<file path="config.mk">
export PLATFORM = sky130hd
export DESIGN_NAME = m_store_unit
export DESIGN_NICKNAME = d
export VERILOG_FILES = /design/src/rtl/m_store_unit_pkg.sv /design/src/rtl/m_store_unit_store_lane_align.sv /design/src/rtl/m_store_unit.sv
export SDC_FILE = /design/constraint.sdc
export NUM_CORES = 1
export LEC_CHECK = 0
export CAP_MARGIN = 20
export CELL_PAD_IN_SITES_DETAIL_PLACEMENT = 1
export CELL_PAD_IN_SITES_GLOBAL_PLACEMENT = 1
export CORE_UTILIZATION = 30
export DETAILED_ROUTE_END_ITERATION = 7
export HOLD_SLACK_MARGIN = 0.05
export PLACE_DENSITY = 0.75
export SETUP_SLACK_MARGIN = 0.1
export SYNTH_ARGS = -nofsm -noshare
export SYNTH_HDL_FRONTEND = slang
export SYNTH_HIERARCHICAL = 1
export SYNTH_SLANG_ARGS = --single-unit
export TNS_END_PERCENT = 20
</file>
<file path="constraint.sdc">
create_clock -name clk -period 3.4 [get_ports clk]
set_input_delay 1.02 -clock clk [delete_from_list [all_inputs] [get_ports clk]]
set_output_delay 1.02 -clock clk [all_outputs]
set_load 0.005 [all_outputs]
</file>
<file path="src/rtl/m_store_unit_pkg.sv">
// m_store_unit_pkg: shared definitions for the M-stage store issue unit.
//   - st_type encodings (ST_NONE/ST_SB/ST_SH/ST_SW)
//   - AdES exception code for the CP0 path
//   - data-memory and timer window address map
//   - FSM state encodings (IDLE/BUSY)
//   - store_range_err(): address-map legality check used when the
//     STORE_RANGE_CHK_EN macro is defined
package m_store_unit_pkg;

    typedef enum logic [1:0] {
        ST_NONE = 2'd0,
        ST_SB   = 2'd1,
        ST_SH   = 2'd2,
        ST_SW   = 2'd3
    } st_type_t;

    localparam logic [4:0]  EXC_ADES = 5'd5;

    localparam logic [31:0] DM_TOP   = 32'h0000_2FFF;
    localparam logic [31:0] TC0_BASE = 32'h0000_7F00;
    localparam logic [31:0] TC1_BASE = 32'h0000_7F10;
    localparam logic [31:0] TC_SPAN  = 32'd12;
    localparam logic [31:0] TC_COUNT = 32'd8;

    localparam logic [0:0] IDLE = 1'b0;
    localparam logic [0:0] BUSY = 1'b1;

    // Legal targets: data memory, or a word store to a writable timer
    // register. Timer windows are word-only and the count register
    // (offset 8) is read-only.
    function automatic logic store_range_err(input logic [31:0] addr,
                                             input logic [1:0]  st_type);
        logic [31:0] off0;
        logic [31:0] off1;
        logic        in_dm;
        logic        in_tc0;
        logic        in_tc1;
        logic        tc_bad;
        off0   = addr - TC0_BASE;
        off1   = addr - TC1_BASE;
        in_dm  = (addr <= DM_TOP);
        in_tc0 = (addr >= TC0_BASE) && (off0 < TC_SPAN);
        in_tc1 = (addr >= TC1_BASE) && (off1 < TC_SPAN);
        tc_bad = (in_tc0 && (off0 == TC_COUNT)) ||
                 (in_tc1 && (off1 == TC_COUNT)) ||
                 ((in_tc0 || in_tc1) && (st_type != ST_SW));
        return !(in_dm || in_tc0 || in_tc1) || tc_bad;
    endfunction

endpackage

</file>
<file path="src/rtl/m_store_unit_store_lane_align.sv">
// store_lane_align: combinational byte-lane steering for stores.
//   st_type    in  2   store width (ST_NONE/ST_SB/ST_SH/ST_SW)
//   addr_lo    in  2   low address bits
//   wdata      in  32  register value to store
//   data       out 32  data replicated into its byte lanes
//   byteen     out 4   byte enables
//   misaligned out 1   halfword/word not naturally aligned
module store_lane_align
    import m_store_unit_pkg::*;
(
    input  logic [1:0]  st_type,
    input  logic [1:0]  addr_lo,
    input  logic [31:0] wdata,
    output logic [31:0] data,
    output logic [3:0]  byteen,
    output logic        misaligned
);

    always_comb begin
        data       = '0;
        byteen     = '0;
        misaligned = 1'b0;
        case (st_type)
            ST_SB: begin
                data   = {4{wdata[7:0]}};
                byteen = 4'b0001 << addr_lo;
            end
            ST_SH: begin
                data       = {2{wdata[15:0]}};
                byteen     = addr_lo[1] ? 4'b1100 : 4'b0011;
                misaligned = addr_lo[0];
            end
            ST_SW: begin
                data       = wdata;
                byteen     = '1;
                misaligned = (addr_lo != 2'b00);
            end
            default: ;
        endcase
    end

endmodule

</file>
<file path="src/rtl/m_store_unit.sv">
// m_store_unit: M-stage store issue unit with a one-entry store buffer.
// Validates the store address, aligns data into byte lanes and presents
// the buffered store to the data bus with a req/ack handshake.
// Optional feature: define STORE_RANGE_CHK_EN to add the data-memory /
// timer window range check to the AdES condition.
//   clk, reset  clock, asynchronous active-high reset
//   st_valid    M stage holds a store
//   st_type     0 none, 1 sb, 2 sh, 3 sw
//   st_addr     byte address
//   st_wdata    forwarded rt value
//   flush       kill the incoming store
//   stall       hold M stage and upstream
//   exc_ades    AdES for the incoming store
//   bus_req     buffered store valid
//   bus_addr    word-aligned address
//   bus_wdata   lane-aligned data
//   bus_byteen  byte enables
//   bus_ack     bus consumed the request this cycle
module m_store_unit
    import m_store_unit_pkg::*;
(
    input  logic        clk,
    input  logic        reset,
    input  logic        st_valid,
    input  logic [1:0]  st_type,
    input  logic [31:0] st_addr,
    input  logic [31:0] st_wdata,
    input  logic        flush,
    output logic        stall,
    output logic        exc_ades,
    output logic        bus_req,
    output logic [31:0] bus_addr,
    output logic [31:0] bus_wdata,
    output logic [3:0]  bus_byteen,
    input  logic        bus_ack
);

    logic [0:0]  state;
    logic [31:0] lane_data;
    logic [3:0]  lane_byteen;
    logic        misaligned;
    logic        out_of_range;
    logic        store_present;
    logic        accept;

    store_lane_align u_align (
        .st_type    (st_type),
        .addr_lo    (st_addr[1:0]),
        .wdata      (st_wdata),
        .data       (lane_data),
        .byteen     (lane_byteen),
        .misaligned (misaligned)
    );

`ifdef STORE_RANGE_CHK_EN
    assign out_of_range = store_range_err(st_addr, st_type);
`else
    assign out_of_range = 1'b0;
`endif

    assign store_present = st_valid && (st_type != ST_NONE) && !flush;
    assign exc_ades      = store_present && (misaligned || out_of_range);
    // An ack in the same cycle frees the buffer, so the new store can
    // reload it without a bubble.
    assign stall         = store_present && !exc_ades && (state == BUSY) && !bus_ack;
    assign accept        = store_present && !exc_ades && !stall;
    assign bus_req       = (state == BUSY);

    always_ff @(posedge clk or posedge reset) begin
        if (reset) begin
            state      <= IDLE;
            bus_addr   <= '0;
            bus_wdata  <= '0;
            bus_byteen <= '0;
        end else if (accept) begin
            state      <= BUSY;
            bus_addr   <= {st_addr[31:2], 2'b00};
            bus_wdata  <= lane_data;
            bus_byteen <= lane_byteen;
        end else if ((state == BUSY) && bus_ack) begin
            state <= IDLE;
        end
    end

endmodule

</file>
## Word-level counts from Yosys, hierarchy flattened

Cells that the tools add are included.

- Equality and inequality tests: 3
- Shift-type cells: 1
- Reduce and logical (&&, ||, !) cells: 15
- Muxes and demuxes: 6

Operators with widths:

| cell | number |
|---|---|
| 32-bit one-hot mux with 3 select lines | 1 |
| 4-bit one-hot mux with 3 select lines | 1 |
| 1-bit logical AND | 8 |
| 2-bit nonzero test | 3 |
| 2-bit equality test (second input constant) | 2 |
| 1-bit zero test | 4 |
| 4-bit two-way mux | 1 |
| 1-bit by 2-bit << shifter with 4-bit output (first input constant) | 1 |
| 2-bit by 1-bit equality test with 1-bit output (second input constant) | 1 |
| 1-bit two-way mux | 2 |
| 1-bit one-hot mux with 2 select lines | 1 |

- Bits in registers: 67
- Word-level logic and storage cells: 29

## Logic depth before layout (Yosys ltp)

Gate-level depths: netlist (run 1).

- Depth in word-level cells: 11
- Gate-level depth with buffers: 9

## Cells and area by module

The synthesis (run 1) kept the hierarchy.

By module, submodules not included:

| module | cells each | area an instance (µm²) | instances |
|---|---|---|---|
| m_store_unit | 152 | 2756.4 | 1 |
| store_lane_align | 92 | 656.9 | 1 |

## Worst setup path before layout (run 1)

No wires, ideal clock.

- Path kind: input -> output
- From: input st_type[1]
- To: output exc_ades
- Arrival: 1772 ps
- Stages: 6
- Setup slack: 608 ps
- Data required time: 2380 ps
- Cells stage by stage: buf_6 -> buf_8 -> buf_8 -> nor2b_1 -> inv_1 -> nor2_1

- Elaborated cells between the ends (all ways): 7
- Those cells by class: eq/ne: 2; mux: 1; reduce/logical: 4

RTL lines:

| element | RTL line | source |
|---|---|---|
| start, declared | m_store_unit.sv:25 | `input logic [1:0] st_type,` |
| 2-bit equality test | m_store_unit_store_lane_align.sv:23 | `case (st_type)` |
| 1-bit one-hot mux with 2 select lines (*) | m_store_unit_store_lane_align.sv:23 |  |
| named net misaligned | m_store_unit.sv:41 | `logic misaligned;` |
| 1-bit logical AND (*) | m_store_unit.sv:62 | `assign exc_ades = store_present && (misaligned \|\| out_of_range);` |
| end, declared | m_store_unit.sv:30 | `output logic exc_ades,` |

The timed path passes the listed nets; every way through them passes the cells marked *.

## Worst setup path in the final report (run 1)

- From: input st_valid
- To: output stall

- Cells in the longest elaborated chain, start to end: 7

RTL lines:

| element | RTL line | source |
|---|---|---|
| start, declared | m_store_unit.sv:24 | `input logic st_valid,` |
| 1-bit logical AND (*) (2 in series) | m_store_unit.sv:61 | `assign store_present = st_valid && (st_type != ST_NONE) && !flush;` |
| 1-bit logical AND | m_store_unit.sv:62 |  |
| 1-bit zero test | m_store_unit.sv:65 | `assign stall = store_present && !exc_ades && (state == BUSY) && !bus_ack;` |
| 1-bit logical AND (*) (3 in series) | m_store_unit.sv:65 |  |
| end, declared | m_store_unit.sv:29 | `output logic stall,` |

Mark *: on every way between the ends. The rest lies on a longest branch, timed or not.

==> results.txt, run 1 <==
The average detailed-routed wire length per instance is 17.15 µm. Grouping stages by cell kind, the critical path spends the most delay in buffers and inverters. The length of routed met2 wiring is 4484 µm. The number of distinct library cells after synthesis is 27. The flow ran to the end, and the final reports show no timing, DRC or antenna violations. Buffers inserted to repair hold after CTS numbered 0. The number of instances in the synthesized netlist is 244.

Setup repair after global routing left no endpoint under its margin. The total congestion overflow is 0. The y dimension of the die is 108.7 µm.

The final layout net count is 454. The first global-routing pass estimated 14470 µm of wire. The number of enable-type register cells in the synthesized netlist is 0.

TritonCTS built the clock tree. The flop and latch count out of synthesis came out at 67. By area the synthesized netlist is led by sky130_fd_sc_hd__dfrtp_1 (49%), sky130_fd_sc_hd__mux2_4 (18%), sky130_fd_sc_hd__mux2_2 (8.6%). The worst-case clock buffer depth came out at 2. Summing the sequential cell areas from Yosys gives 49.12% of the chip area. The number of global-route vias before repair is 2747. The final antenna diode count came out at 0. The largest individual stage delay along the critical path comes from the cell sky130_fd_sc_hd__clkdlybuf4s50_1.

Clock tree synthesis selected as its root buffer the cell sky130_fd_sc_hd__clkbuf_16. The number of placement rows is 38. Adding up every negative setup slack in the final design gives 0 ns. Using the TritonRoute via totals, the vias-per-cell ratio works out to 4.681.

The source-to-sink clock delay at the later pin of the worst-skew pair came out at 0.32 ns. After clock tree synthesis, the clock-pin slew on the worst setup and hold paths is 0.05 ns. Summed over its instances, the top area cell type makes up 49.12% of the synthesized netlist area. The I/O pin total came out at 142. The post-route fraction of the period consumed by the critical path came out at 91.90%. The growth of design area from synthesis to finish is 49.67%. The placed wire-length estimate came out at 6698 µm. The number of H-tree branching levels came out at 3. Setup violations remaining at the end of the flow were counted as 0.

The placeable core region came out at 10980 µm². Summed over all cells, the static leakage comes to 2.198 nW. Global routing consumed, over all layers together, 16.30% of the routing resources. The worst clock skew came out at 0.004516 ns. The arrival time of data at the critical path endpoint is 2.10 ns. The layout cell share with drive strength beyond 1 came out at 27.39%. For this configuration, the core starts out at a cell density of 31.08%.

In this run the power density over the cells is 566.5 nW/µm². After synthesis, the most frequently instantiated cells are sky130_fd_sc_hd__dfrtp_1 (67), sky130_fd_sc_hd__mux2_4 (40), sky130_fd_sc_hd__mux2_2 (26), sky130_fd_sc_hd__mux2i_1 (16), sky130_fd_sc_hd__a21oi_2 (12). The clock drives 67 sinks. Subtracting the final worst setup slack from the clock period gives 3.125 ns. The maximum fanout along the worst path came out at 3. STA classifies the critical path endpoint as an output pin. The top routing layer in use is met4. In this run the worst hold path is classified as reg2reg. The library cell with the highest instance count after synthesis is sky130_fd_sc_hd__dfrtp_1. The width of the die is 108.7 µm. The remaining antenna violation count after routing is 0. The maximum number of pins on one net before global-route repair is 45. The number of buffers and inverters on the critical path came out at 2.

The highest achievable clock rate is 320.0 MHz. Before CTS, the worst setup slack after placement is -0.2137 ns. For this run, the number of Yosys warnings is 6. The worst voltage drop across the vdd grid is 252.1 µV. The mean instance size in the synthesized netlist came out at 13.99 µm².

The worst setup path is of the in2out kind. The number of DRC markers in iteration 0 came out at 55. For this run, design rule violations remaining after detail routing come to 0. The total count of hold-check failures in the final report came out at 0.

In this run the tool buffered the top-level ports with 139 buffer cells. The critical path required time is 2.38 ns. The stage delay of the slowest cell on the critical path came out at 0.45 ns. The count of final max-slew check failures is 0. The die footprint came out at 11810 µm². The detailed-route wire length came out at 9038 µm.

The total via count after detailed routing is 2467. The routed length on met1 came out at 3818 µm. For this run, the leading register cell type out of synthesis is sky130_fd_sc_hd__dfrtp_1.

The share of synthesized flip-flops with an asynchronous set or reset came out at 100.0%. The routability-driven placement congestion ratio is 0.7099. sky130_fd_sc_hd__dfrtp_1 takes more of the synthesized area than any other cell. The netlist area before placement is 3413 µm². The headroom to the max-slew limit came out at 61.54%. The signal on the critical path passes through clkdlybuf4s50_1 -> nor2b_2 -> o21ai_1 -> nor3_1 -> dlygate4sd2_1. The slack of the critical path is 0.2755 ns. In this run, CTS created clock tree buffers numbering 9. The final cell utilization of the core is 46.51%.

The measured slew at the worst slew-check pin is 0.5768 ns. Across the run, the number of max-cap violations was 0. The first-pass iteration count of the detailed router came out at 4. The category of the worst setup path launch point is an input pin. The initial antenna violation count is 0.

The met3 wire length came out at 648 µm.
layout make-up:
cell class	instances	area, µm²
clock buffers	12	236.5
multi-input cells	155	1515
well taps	140	175.2
repair buffers	145	1446
clock inverters	3	40.04
inverters	5	18.77
flip-flops and latches	67	1677
fillers	1141	5874
placed cells by master (no fill, tap or decap), types with 2 or more instances in the layout:
master | netlist | layout
sky130_fd_sc_hd__dlygate4sd2_1 | 0 | 2
sky130_fd_sc_hd__inv_2 | 1 | 2
sky130_fd_sc_hd__buf_12 | 4 | 2
sky130_fd_sc_hd__mux2_2 | 26 | 26
sky130_fd_sc_hd__nand2_1 | 11 | 11
sky130_fd_sc_hd__clkbuf_2 | 0 | 2
sky130_fd_sc_hd__buf_4 | 7 | 4
sky130_fd_sc_hd__a21oi_2 | 12 | 12
sky130_fd_sc_hd__clkbuf_1 | 0 | 3
sky130_fd_sc_hd__nor2_1 | 2 | 2
sky130_fd_sc_hd__clkbuf_16 | 0 | 9
sky130_fd_sc_hd__mux2_4 | 40 | 40
sky130_fd_sc_hd__clkdlybuf4s50_1 | 0 | 133
sky130_fd_sc_hd__nor2b_1 | 10 | 10
sky130_fd_sc_hd__a21oi_1 | 6 | 6
sky130_fd_sc_hd__a22o_1 | 8 | 8
sky130_fd_sc_hd__o21ai_0 | 6 | 5
sky130_fd_sc_hd__dfrtp_1 | 67 | 67
sky130_fd_sc_hd__inv_1 | 4 | 3
sky130_fd_sc_hd__conb_1 | 1 | 2
sky130_fd_sc_hd__clkinv_2 | 0 | 2
sky130_fd_sc_hd__mux2i_1 | 16 | 16
sky130_fd_sc_hd__o21ai_1 | 9 | 10
power breakdown:
group | internal [mW] | switching, mW
logic | 0.644 | 0.262
registers | 0.995 | 0.111
clock network | 0.562 | 0.320
total | 2.20 | 0.694
final timing paths:
| kind | from | endpoint | slack (ns) | cells past startpoint |
|---|---|---|---|---|
| max in group asynchronous | reset | bus_wdata[10] | 1.68 | 3 |
| min reg2reg | bus_wdata[25] | bus_wdata[25] | 0.50 | 1 |
| max | st_valid | stall | 0.28 | 5 |
| max reg2reg | bus_req | bus_wdata[29] | 1.85 | 4 |
| min in group asynchronous | reset | bus_addr[31] | 1.08 | 2 |
| min | bus_wdata[25] | bus_wdata[25] | 0.50 | 1 |
metrics by stage:
stage	cells	area, µm²	total power [mW]	hold slack, ns
6_report	527	5109	2.894	0.5023
5_1_grt	527	5109	3.069	0.5227
4_1_cts	527	5114	2.952	0.5061
3_5_place_dp	512	4842	2.041	0.4944
3_3_place_gp	512	4842	2.014	0.4903
2_1_floorplan	245	3417	1.482	0.5053
logic make-up after synthesis:
logic type / share of synthesized area (%)
DFF: 49.12
and+or+nand+nor: 4.729
muxes: 30.87
other: 0.1099
AOI/OAI and AO/OA: 8.578
buffers and inverters: 6.598
per-layer routing:
metal  vias up  GRT usage [%]
met1      1235          19.56
met3         7          5.140
met5         -              0
met4         0          5.116
li1       1130              -
met2        95          27.71
sequential cells by signal, summed over array words and instances, names as in the netlist:
signal / flops
bus_wdata: 32
bus_addr: 30
bus_byteen: 4
bus_req: 1
repair_timing:
item                                    4_1_cts  5_1_grt
gates cloned                                  0        0
pin swaps                                     1        0
setup buffers                                 0        0
resized for setup                             4        6
endpoints found under the setup margin        2        1
Power figures use the tool's default switching activity.
==> run 2, diff against run 1 <==
Settings changed: ABC_AREA set to 0.
==> results of run 2 <==
The final DEF is identical to that of run 1; final timing and power are the same.
